## src/rtl/fb_vport_timing_pkg.sv

```systemverilog
// Shared definitions for the frame-buffer video port: state encoding,
// RGB555 field positions, 640x480 default timing and colour expansion.
package fb_vport_timing_pkg;

    // Stream synchronisation states.
    typedef enum logic [1:0] {
        ST_HUNT  = 2'd0,
        ST_ARMED = 2'd1,
        ST_RUN   = 2'd2
    } state_e;

    // RGB555 packing: {R[14:10], G[9:5], B[4:0]}.
    localparam int RED_MSB = 14;
    localparam int RED_LSB = 10;
    localparam int GRN_MSB = 9;
    localparam int GRN_LSB = 5;
    localparam int BLU_MSB = 4;
    localparam int BLU_LSB = 0;

    // 640x480 @ 60 Hz timing.
    localparam int DEF_H_ACTIVE = 640;
    localparam int DEF_H_FP     = 16;
    localparam int DEF_H_SYNC   = 96;
    localparam int DEF_H_BP     = 48;
    localparam int DEF_V_ACTIVE = 480;
    localparam int DEF_V_FP     = 10;
    localparam int DEF_V_SYNC   = 2;
    localparam int DEF_V_BP     = 33;

    // 5-bit to 8-bit colour by bit replication, so full scale maps to 0xFF.
    function automatic logic [7:0] expand5(input logic [4:0] c);
        return {c, c[4:2]};
    endfunction

endpackage

```

## src/rtl/fb_vport_timing_vid_timing_gen.sv

```systemverilog
// Raster counters with active-area and sync-window decode. Decoded flags are
// combinational from the counter registers; the caller registers them.
module vid_timing_gen
    import fb_vport_timing_pkg::*;
#(
    parameter int H_ACTIVE = DEF_H_ACTIVE,
    parameter int H_FP     = DEF_H_FP,
    parameter int H_SYNC   = DEF_H_SYNC,
    parameter int H_BP     = DEF_H_BP,
    parameter int V_ACTIVE = DEF_V_ACTIVE,
    parameter int V_FP     = DEF_V_FP,
    parameter int V_SYNC   = DEF_V_SYNC,
    parameter int V_BP     = DEF_V_BP
) (
    input  logic i_clk,
    input  logic i_rst_n,
    output logic o_active,
    output logic o_first,
    output logic o_hs,
    output logic o_vs
);

    localparam int HT = H_ACTIVE + H_FP + H_SYNC + H_BP;
    localparam int VT = V_ACTIVE + V_FP + V_SYNC + V_BP;
    // One extra count of headroom so the sync-end bound stays representable
    // even when the back porch is zero.
    localparam int HW = $clog2(HT + 1);
    localparam int VW = $clog2(VT + 1);

    localparam logic [HW-1:0] H_LAST = HW'(HT - 1);
    localparam logic [HW-1:0] H_ACT  = HW'(H_ACTIVE);
    localparam logic [HW-1:0] H_SS   = HW'(H_ACTIVE + H_FP);
    localparam logic [HW-1:0] H_SE   = HW'(H_ACTIVE + H_FP + H_SYNC);
    localparam logic [VW-1:0] V_LAST = VW'(VT - 1);
    localparam logic [VW-1:0] V_ACT  = VW'(V_ACTIVE);
    localparam logic [VW-1:0] V_SS   = VW'(V_ACTIVE + V_FP);
    localparam logic [VW-1:0] V_SE   = VW'(V_ACTIVE + V_FP + V_SYNC);

    logic [HW-1:0] r_hcnt;
    logic [VW-1:0] r_vcnt;
    logic          w_h_wrap;

    assign w_h_wrap = (r_hcnt == H_LAST);

    // Pixel counter wraps every line; line counter steps on each pixel wrap.
    always_ff @(posedge i_clk) begin
        if (!i_rst_n) begin
            r_hcnt <= '0;
            r_vcnt <= '0;
        end else begin
            r_hcnt <= w_h_wrap ? '0 : r_hcnt + HW'(1);
            if (w_h_wrap) begin
                r_vcnt <= (r_vcnt == V_LAST) ? '0 : r_vcnt + VW'(1);
            end
        end
    end

    assign o_active = (r_hcnt < H_ACT) && (r_vcnt < V_ACT);
    assign o_first  = (r_hcnt == '0) && (r_vcnt == '0);
    assign o_hs     = (r_hcnt >= H_SS) && (r_hcnt < H_SE);
    assign o_vs     = (r_vcnt >= V_SS) && (r_vcnt < V_SE);

endmodule

```

## src/rtl/fb_vport_timing.sv

```systemverilog
// Video port: locks an RGB555 pixel stream to the raster using frame-start
// markers, drives registered RGB888/HS/VS/DE, and counts stream errors.
module fb_vport_timing
    import fb_vport_timing_pkg::*;
#(
    parameter int H_ACTIVE = DEF_H_ACTIVE,
    parameter int H_FP     = DEF_H_FP,
    parameter int H_SYNC   = DEF_H_SYNC,
    parameter int H_BP     = DEF_H_BP,
    parameter int V_ACTIVE = DEF_V_ACTIVE,
    parameter int V_FP     = DEF_V_FP,
    parameter int V_SYNC   = DEF_V_SYNC,
    parameter int V_BP     = DEF_V_BP,
    parameter int SYNC_POL = 0
) (
    input  logic        iCLK,
    input  logic        iRESETn,
    input  logic [14:0] iST_DATA,
    input  logic        iST_DV,
    input  logic        iST_START,
    output logic        oST_READY,
    output logic [7:0]  oRED,
    output logic [7:0]  oGRN,
    output logic [7:0]  oBLU,
    output logic        oHS,
    output logic        oVS,
    output logic        oDE,
    output logic        oUNDERRUN,
    output logic [15:0] oERR_CNT,
    input  logic        iCLR_ERR
);

    // Level driven on HS/VS while the sync window is open.
    localparam logic SYNC_ON = (SYNC_POL != 0);

    logic        w_active;
    logic        w_first;
    logic        w_hs_act;
    logic        w_vs_act;

    state_e      r_state;
    state_e      w_state_nxt;
    logic [14:0] r_hold;
    logic [14:0] w_hold_nxt;
    logic [14:0] w_pix;
    logic        w_err;
    logic        w_udr;
    logic        w_ready;
    logic        r_ready_en;

    logic [7:0]  r_red;
    logic [7:0]  r_grn;
    logic [7:0]  r_blu;
    logic        r_hs;
    logic        r_vs;
    logic        r_de;
    logic        r_underrun;
    logic [15:0] r_err_cnt;

    vid_timing_gen #(
        .H_ACTIVE (H_ACTIVE),
        .H_FP     (H_FP),
        .H_SYNC   (H_SYNC),
        .H_BP     (H_BP),
        .V_ACTIVE (V_ACTIVE),
        .V_FP     (V_FP),
        .V_SYNC   (V_SYNC),
        .V_BP     (V_BP)
    ) u_timing (
        .i_clk    (iCLK),
        .i_rst_n  (iRESETn),
        .o_active (w_active),
        .o_first  (w_first),
        .o_hs     (w_hs_act),
        .o_vs     (w_vs_act)
    );

    // Ready is decoded from registered state and counters only; r_ready_en
    // holds it low for the first cycle out of reset.
    always_comb begin
        // NOTE: every signal written here gets a default first, so no path
        // through the case leaves it unassigned and infers a latch.
        w_ready = 1'b0;
        case (r_state)
            ST_HUNT:  w_ready = 1'b1;
            ST_RUN:   w_ready = w_active;
            default:  w_ready = 1'b0;
        endcase
        w_ready = w_ready & r_ready_en;
    end

    assign oST_READY = w_ready;

    // Stream lock decisions: which pixel to show, next state, error events.
    always_comb begin
        w_state_nxt = r_state;
        w_hold_nxt  = r_hold;
        w_pix       = '0;
        w_err       = 1'b0;
        w_udr       = 1'b0;
        case (r_state)
            ST_HUNT: begin
                if (iST_DV && w_ready && iST_START) begin
                    w_hold_nxt  = iST_DATA;
                    w_state_nxt = ST_ARMED;
                end
            end
            ST_ARMED: begin
                if (w_first) begin
                    w_pix       = r_hold;
                    w_state_nxt = ST_RUN;
                end
            end
            ST_RUN: begin
                if (w_active) begin
                    if (!iST_DV) begin
                        // Starved: show black but keep lock.
                        w_udr = 1'b1;
                        w_err = 1'b1;
                    end else if (w_first) begin
                        if (iST_START) begin
                            w_pix = iST_DATA;
                        end else begin
                            w_err       = 1'b1;
                            w_state_nxt = ST_HUNT;
                        end
                    end else if (iST_START) begin
                        // Early frame start: keep it for the next raster origin.
                        w_hold_nxt  = iST_DATA;
                        w_err       = 1'b1;
                        w_state_nxt = ST_ARMED;
                    end else begin
                        w_pix = iST_DATA;
                    end
                end
            end
            default: w_state_nxt = ST_HUNT;
        endcase
    end

    // State, hold register, registered video outputs and error bookkeeping.
    always_ff @(posedge iCLK) begin
        // NOTE: sequential state uses non-blocking assignments so every
        // register samples the pre-edge values regardless of statement order.
        if (!iRESETn) begin
            r_state    <= ST_HUNT;
            r_hold     <= '0;
            r_ready_en <= 1'b0;
            r_red      <= '0;
            r_grn      <= '0;
            r_blu      <= '0;
            r_hs       <= ~SYNC_ON;
            r_vs       <= ~SYNC_ON;
            r_de       <= 1'b0;
            r_underrun <= 1'b0;
            r_err_cnt  <= '0;
        end else begin
            r_state    <= w_state_nxt;
            r_hold     <= w_hold_nxt;
            r_ready_en <= 1'b1;
            r_red      <= expand5(w_pix[RED_MSB:RED_LSB]);
            r_grn      <= expand5(w_pix[GRN_MSB:GRN_LSB]);
            r_blu      <= expand5(w_pix[BLU_MSB:BLU_LSB]);
            r_hs       <= w_hs_act ? SYNC_ON : ~SYNC_ON;
            r_vs       <= w_vs_act ? SYNC_ON : ~SYNC_ON;
            r_de       <= w_active;
            if (iCLR_ERR) begin
                r_underrun <= 1'b0;
                r_err_cnt  <= '0;
            end else begin
                if (w_udr) begin
                    r_underrun <= 1'b1;
                end
                if (w_err && (r_err_cnt != 16'hFFFF)) begin
                    r_err_cnt <= r_err_cnt + 16'd1;
                end
            end
        end
    end

    assign oRED      = r_red;
    assign oGRN      = r_grn;
    assign oBLU      = r_blu;
    assign oHS       = r_hs;
    assign oVS       = r_vs;
    assign oDE       = r_de;
    assign oUNDERRUN = r_underrun;
    assign oERR_CNT  = r_err_cnt;

endmodule
```

## config.mk

```make
export PLATFORM = sky130hd
export DESIGN_NAME = fb_vport_timing
export DESIGN_NICKNAME = d
export VERILOG_FILES = /design/src/rtl/fb_vport_timing_pkg.sv /design/src/rtl/fb_vport_timing_vid_timing_gen.sv /design/src/rtl/fb_vport_timing.sv
export SDC_FILE = /design/constraint.sdc
export NUM_CORES = 1
export LEC_CHECK = 0
export BUFFER_PORTS_ARGS = -buffer_cell sky130_fd_sc_hd__buf_2
export CORE_ASPECT_RATIO = 1.2
export CORE_MARGIN = 8
export CORE_UTILIZATION = 59
export DETAILED_ROUTE_END_ITERATION = 8
export PLACE_DENSITY = 0.83
export SLEW_MARGIN = 20
export SYNTH_ARGS = -nofsm -noshare
export SYNTH_HDL_FRONTEND = slang
export SYNTH_SLANG_ARGS = --single-unit
```

## constraint.sdc

```tcl
create_clock -name iCLK -period 3.65 [get_ports iCLK]
set_input_delay 0.1825 -clock iCLK [delete_from_list [all_inputs] [get_ports iCLK]]
set_output_delay 0.1825 -clock iCLK [all_outputs]
set_load 0.05 [all_outputs]
```

==> flow_summary.toml <==
[critical_path]
slowest_delay_ns = 0.56
start_kind = "flop"
critical_path.max_fanout = 29
cp.required_ns = 3.91
cp_num_buf_inv = 1
path_delay_family = "simple AND/OR/NAND/NOR gates"
crit_slowest_cell = "or4_4"
crit_chain = "or4_4 -> or4b_4 -> nor3_4 -> o31ai_2 -> buf_4 -> or4_1 -> a21oi_1"
crit_arrival_ns = 2.96
crit_type = "reg2reg"
cp-end-kind = "flop"

[routing]
viasPerCell = 5.69
dr.pass1.iters = 4
avgRoutedWirePerCell_um = 14.6
totalWireLength_mm = 7.12
ant_nets = 0
first_iter_violations = 129
vias = 2781
wl_met2_mm = 3.75
wl_met3_um = 404
top_layer_used = "met4"
wl_met1_mm = 2.87
drc = 0

[floorplanning]
core_mm2 = 0.00530
die_w_um = 83.8
io-pin-count = 65
chipHeight_um = 97.4
die_area_mm2 = 0.00816
rows = 29
start_util = 0.614

[power_and_ir_drop]
p_total_mw = 1.93
ir_drop_mv = 0.331
combPwrFrac = 0.210
p_leak_nw = 1.53
p_per_area_mw_per_mm2 = 516
intPower_mw = 1.35
p_sw_frac = 0.301
power_frac_clock = 0.330
switchingPower_mw = 0.582
seqPwrFrac = 0.460

[placed_design]
place_ws_ns = 0.982
dp.cells = 473
placed_cell_area_mm2 = 0.00354
hpwl_mm = 5.13
io_buffer_count = 64
gp_congestion = 0.851

[global_route]
grt_usage = 0.174
antenna_found_initial = 0
first_global_vias = 2693
overflow = 0
grt_max_degree = 30
grt_pass1_wl_mm = 11.8

[clock_tree]
holdBufCountCts = 0
post-cts-setup-buffers = 0
htreeDepth = 3
clock_latency_ns = 0.35
cts_buffer_depth = 2
numCtsBuffers = 9
cts_tree = "built"
ctsResizeCount = 0
cts_root_buf = "clkbuf_8"
clkTransAtPathRegs_ns = 0.08
clock-sinks = 73

[cells_and_area]
stdcell_count = 489
n_antenna_cell = 0
drive_gt1_frac = 0.213
final_area_mm2 = 0.00375
nNetsFinal = 451
area_delta_synth_final_pct = 15.2
postLayoutCoreUtil = 0.708

[sta]
rsz0062_at_grt = "no"
finalHoldViolations = 0
fin_tns_setup_ns = 0
maxSlewViolCount = 0
max_freq_mhz = 370
setup_viol = 0
period_share = 0.740
tightestPinTransition_ns = 0.761
period_needed_ns = 2.70
worst_slack_ns = 0.950
relSlewSlack = 0.492
whs_ns = 0.0867
skew_ns = 0.0107

[synth]
synth-seq-area-share = 0.449
syn_area_mm2 = 0.00325
ys.flop_type = "dfxtp_1"
synth_nets = 396
synthCells = 367
synth_top_area_share = 0.449
synth_edf_count = 0
synth_largest_area_cell = "dfxtp_1"
synth-seq-cells = 73
synthArstFlopShare = 0
yosys-top-cells-area = "dfxtp_1 (45%), nor2_1 (7.5%), mux2i_1 (5.5%)"
ys_types = 44
synth_warnings = 0
avgSynthCellArea_um2 = 8.87

[hold_path]
min_path_type = "in2reg"

[run_status]
status = "finished clean"

[job]
cap_violations = 0
[flip-flops by register name (all words and copies together) (netlist names)]
signal and cells:
oERR_CNT 16, r_hold 15, u_timing.r_hcnt 10, u_timing.r_vcnt 10, oBLU 5, oGRN 5
oRED 5, r_state 2, oDE 1, oHS 1, oUNDERRUN 1, oVS 1
r_ready_en 1
[worst reg2reg max path, stage by stage, from the launching register on]
cell and delay, ns:
dfxtp_1 0.36, or4_4 0.56, or4b_4 0.55, nor3_4 0.18
o31ai_2 0.07, buf_4 0.22, or4_1 0.52, a21oi_1 0.16
[power by group through the flow]
stage | clock (mW) | combinational [mW] | sequential, mW
after global placement | 0 | 0.389 | 0.901
after global routing | 0.692 | 0.444 | 0.897
after detailed placement | 0 | 0.401 | 0.906
final | 0.638 | 0.405 | 0.890
after floorplan | 0 | 0.315 | 0.907
after CTS | 0.654 | 0.404 | 0.889
[cell usage in the layout, fill, tap and decap left out, types with 2 or more instances in the layout]
master / instances
a21oi_1: 16
inv_1: 13
or3_1: 9
mux2i_1: 18
and3_1: 5
buf_2: 64
o21ai_0: 9
nor4_1: 3
nand3_1: 15
xnor2_1: 8
nor3_1: 4
clkinv_4: 2
clkinv_2: 2
nor4b_1: 2
and2_1: 2
clkbuf_8: 10
or2_2: 2
o31ai_1: 4
a22oi_1: 15
or4_1: 9
o211ai_1: 4
nand4_1: 8
dfxtp_1: 73
nand2_1: 22
xor2_1: 7
ha_1: 9
buf_4: 3
nand2b_1: 4
nor2_1: 65
nand4b_1: 3
[Yosys cell counts (2+ instances only)]
master and count:
dfxtp_1 73, nor2_1 65, nand2_1 22, mux2i_1 18, a21oi_1 16, a22oi_1 15
nand3_1 15, inv_1 13, buf_4 11, clkbuf_1 9, ha_1 9, o21ai_0 9
or3_1 9, or4_1 9, nand4_1 8, xnor2_1 8, xor2_1 7, and3_1 5
nand2b_1 4, nor3_1 4, o211ai_1 4, o31ai_1 4, nand4b_1 3, nor4_1 3
and2_1 2, buf_2 2, nor4b_1 2, or2_2 2
[path summary, 6_finish.rpt]
| check | from | endpoint | slack (ns) | depth (start not counted) |
|---|---|---|---|---|
| worst min register to register | oUNDERRUN | oUNDERRUN | 0.48 | 2 |
| worst max-delay path | u_timing.r_vcnt[4] | oERR_CNT[14] | 0.95 | 7 |
| worst min-delay path | iST_DATA[6] | r_hold[6] | 0.09 | 3 |
| worst max register to register | u_timing.r_vcnt[4] | oERR_CNT[14] | 0.95 | 7 |
[cell type report]
type / instances / area (um^2)
Multi-Input combinational cell: 258 / 1610
Fill cell: 433 / 1550
Sequential cell: 73 / 1460
Timing Repair Buffer: 67 / 343
Clock buffer: 10 / 138
Tap cell: 62 / 77.6
Clock inverter: 6 / 66.3
Inverter: 13 / 48.8
[per-layer routing]
metal  vias up  global-route usage
li1       1401                   -
met1      1307               0.172
met2        67               0.305
met3         6              0.0688
met4         0              0.0879
met5         -                   0
[cells by family after synthesis]
| logic type | count (synthesis) | share of synthesized area |
|---|---|---|
| AOI/OAI and AO/OA | 57 | 0.115 |
| xor gates and xnor gates | 15 | 0.0404 |
| adders and majority gates | 9 | 0.0346 |
| buffers and inverters | 36 | 0.0573 |
| DFF | 73 | 0.449 |
| muxes | 18 | 0.0554 |
| and+or+nand+nor | 159 | 0.249 |
No activity file was read; power rests on OpenSTA's default activity.
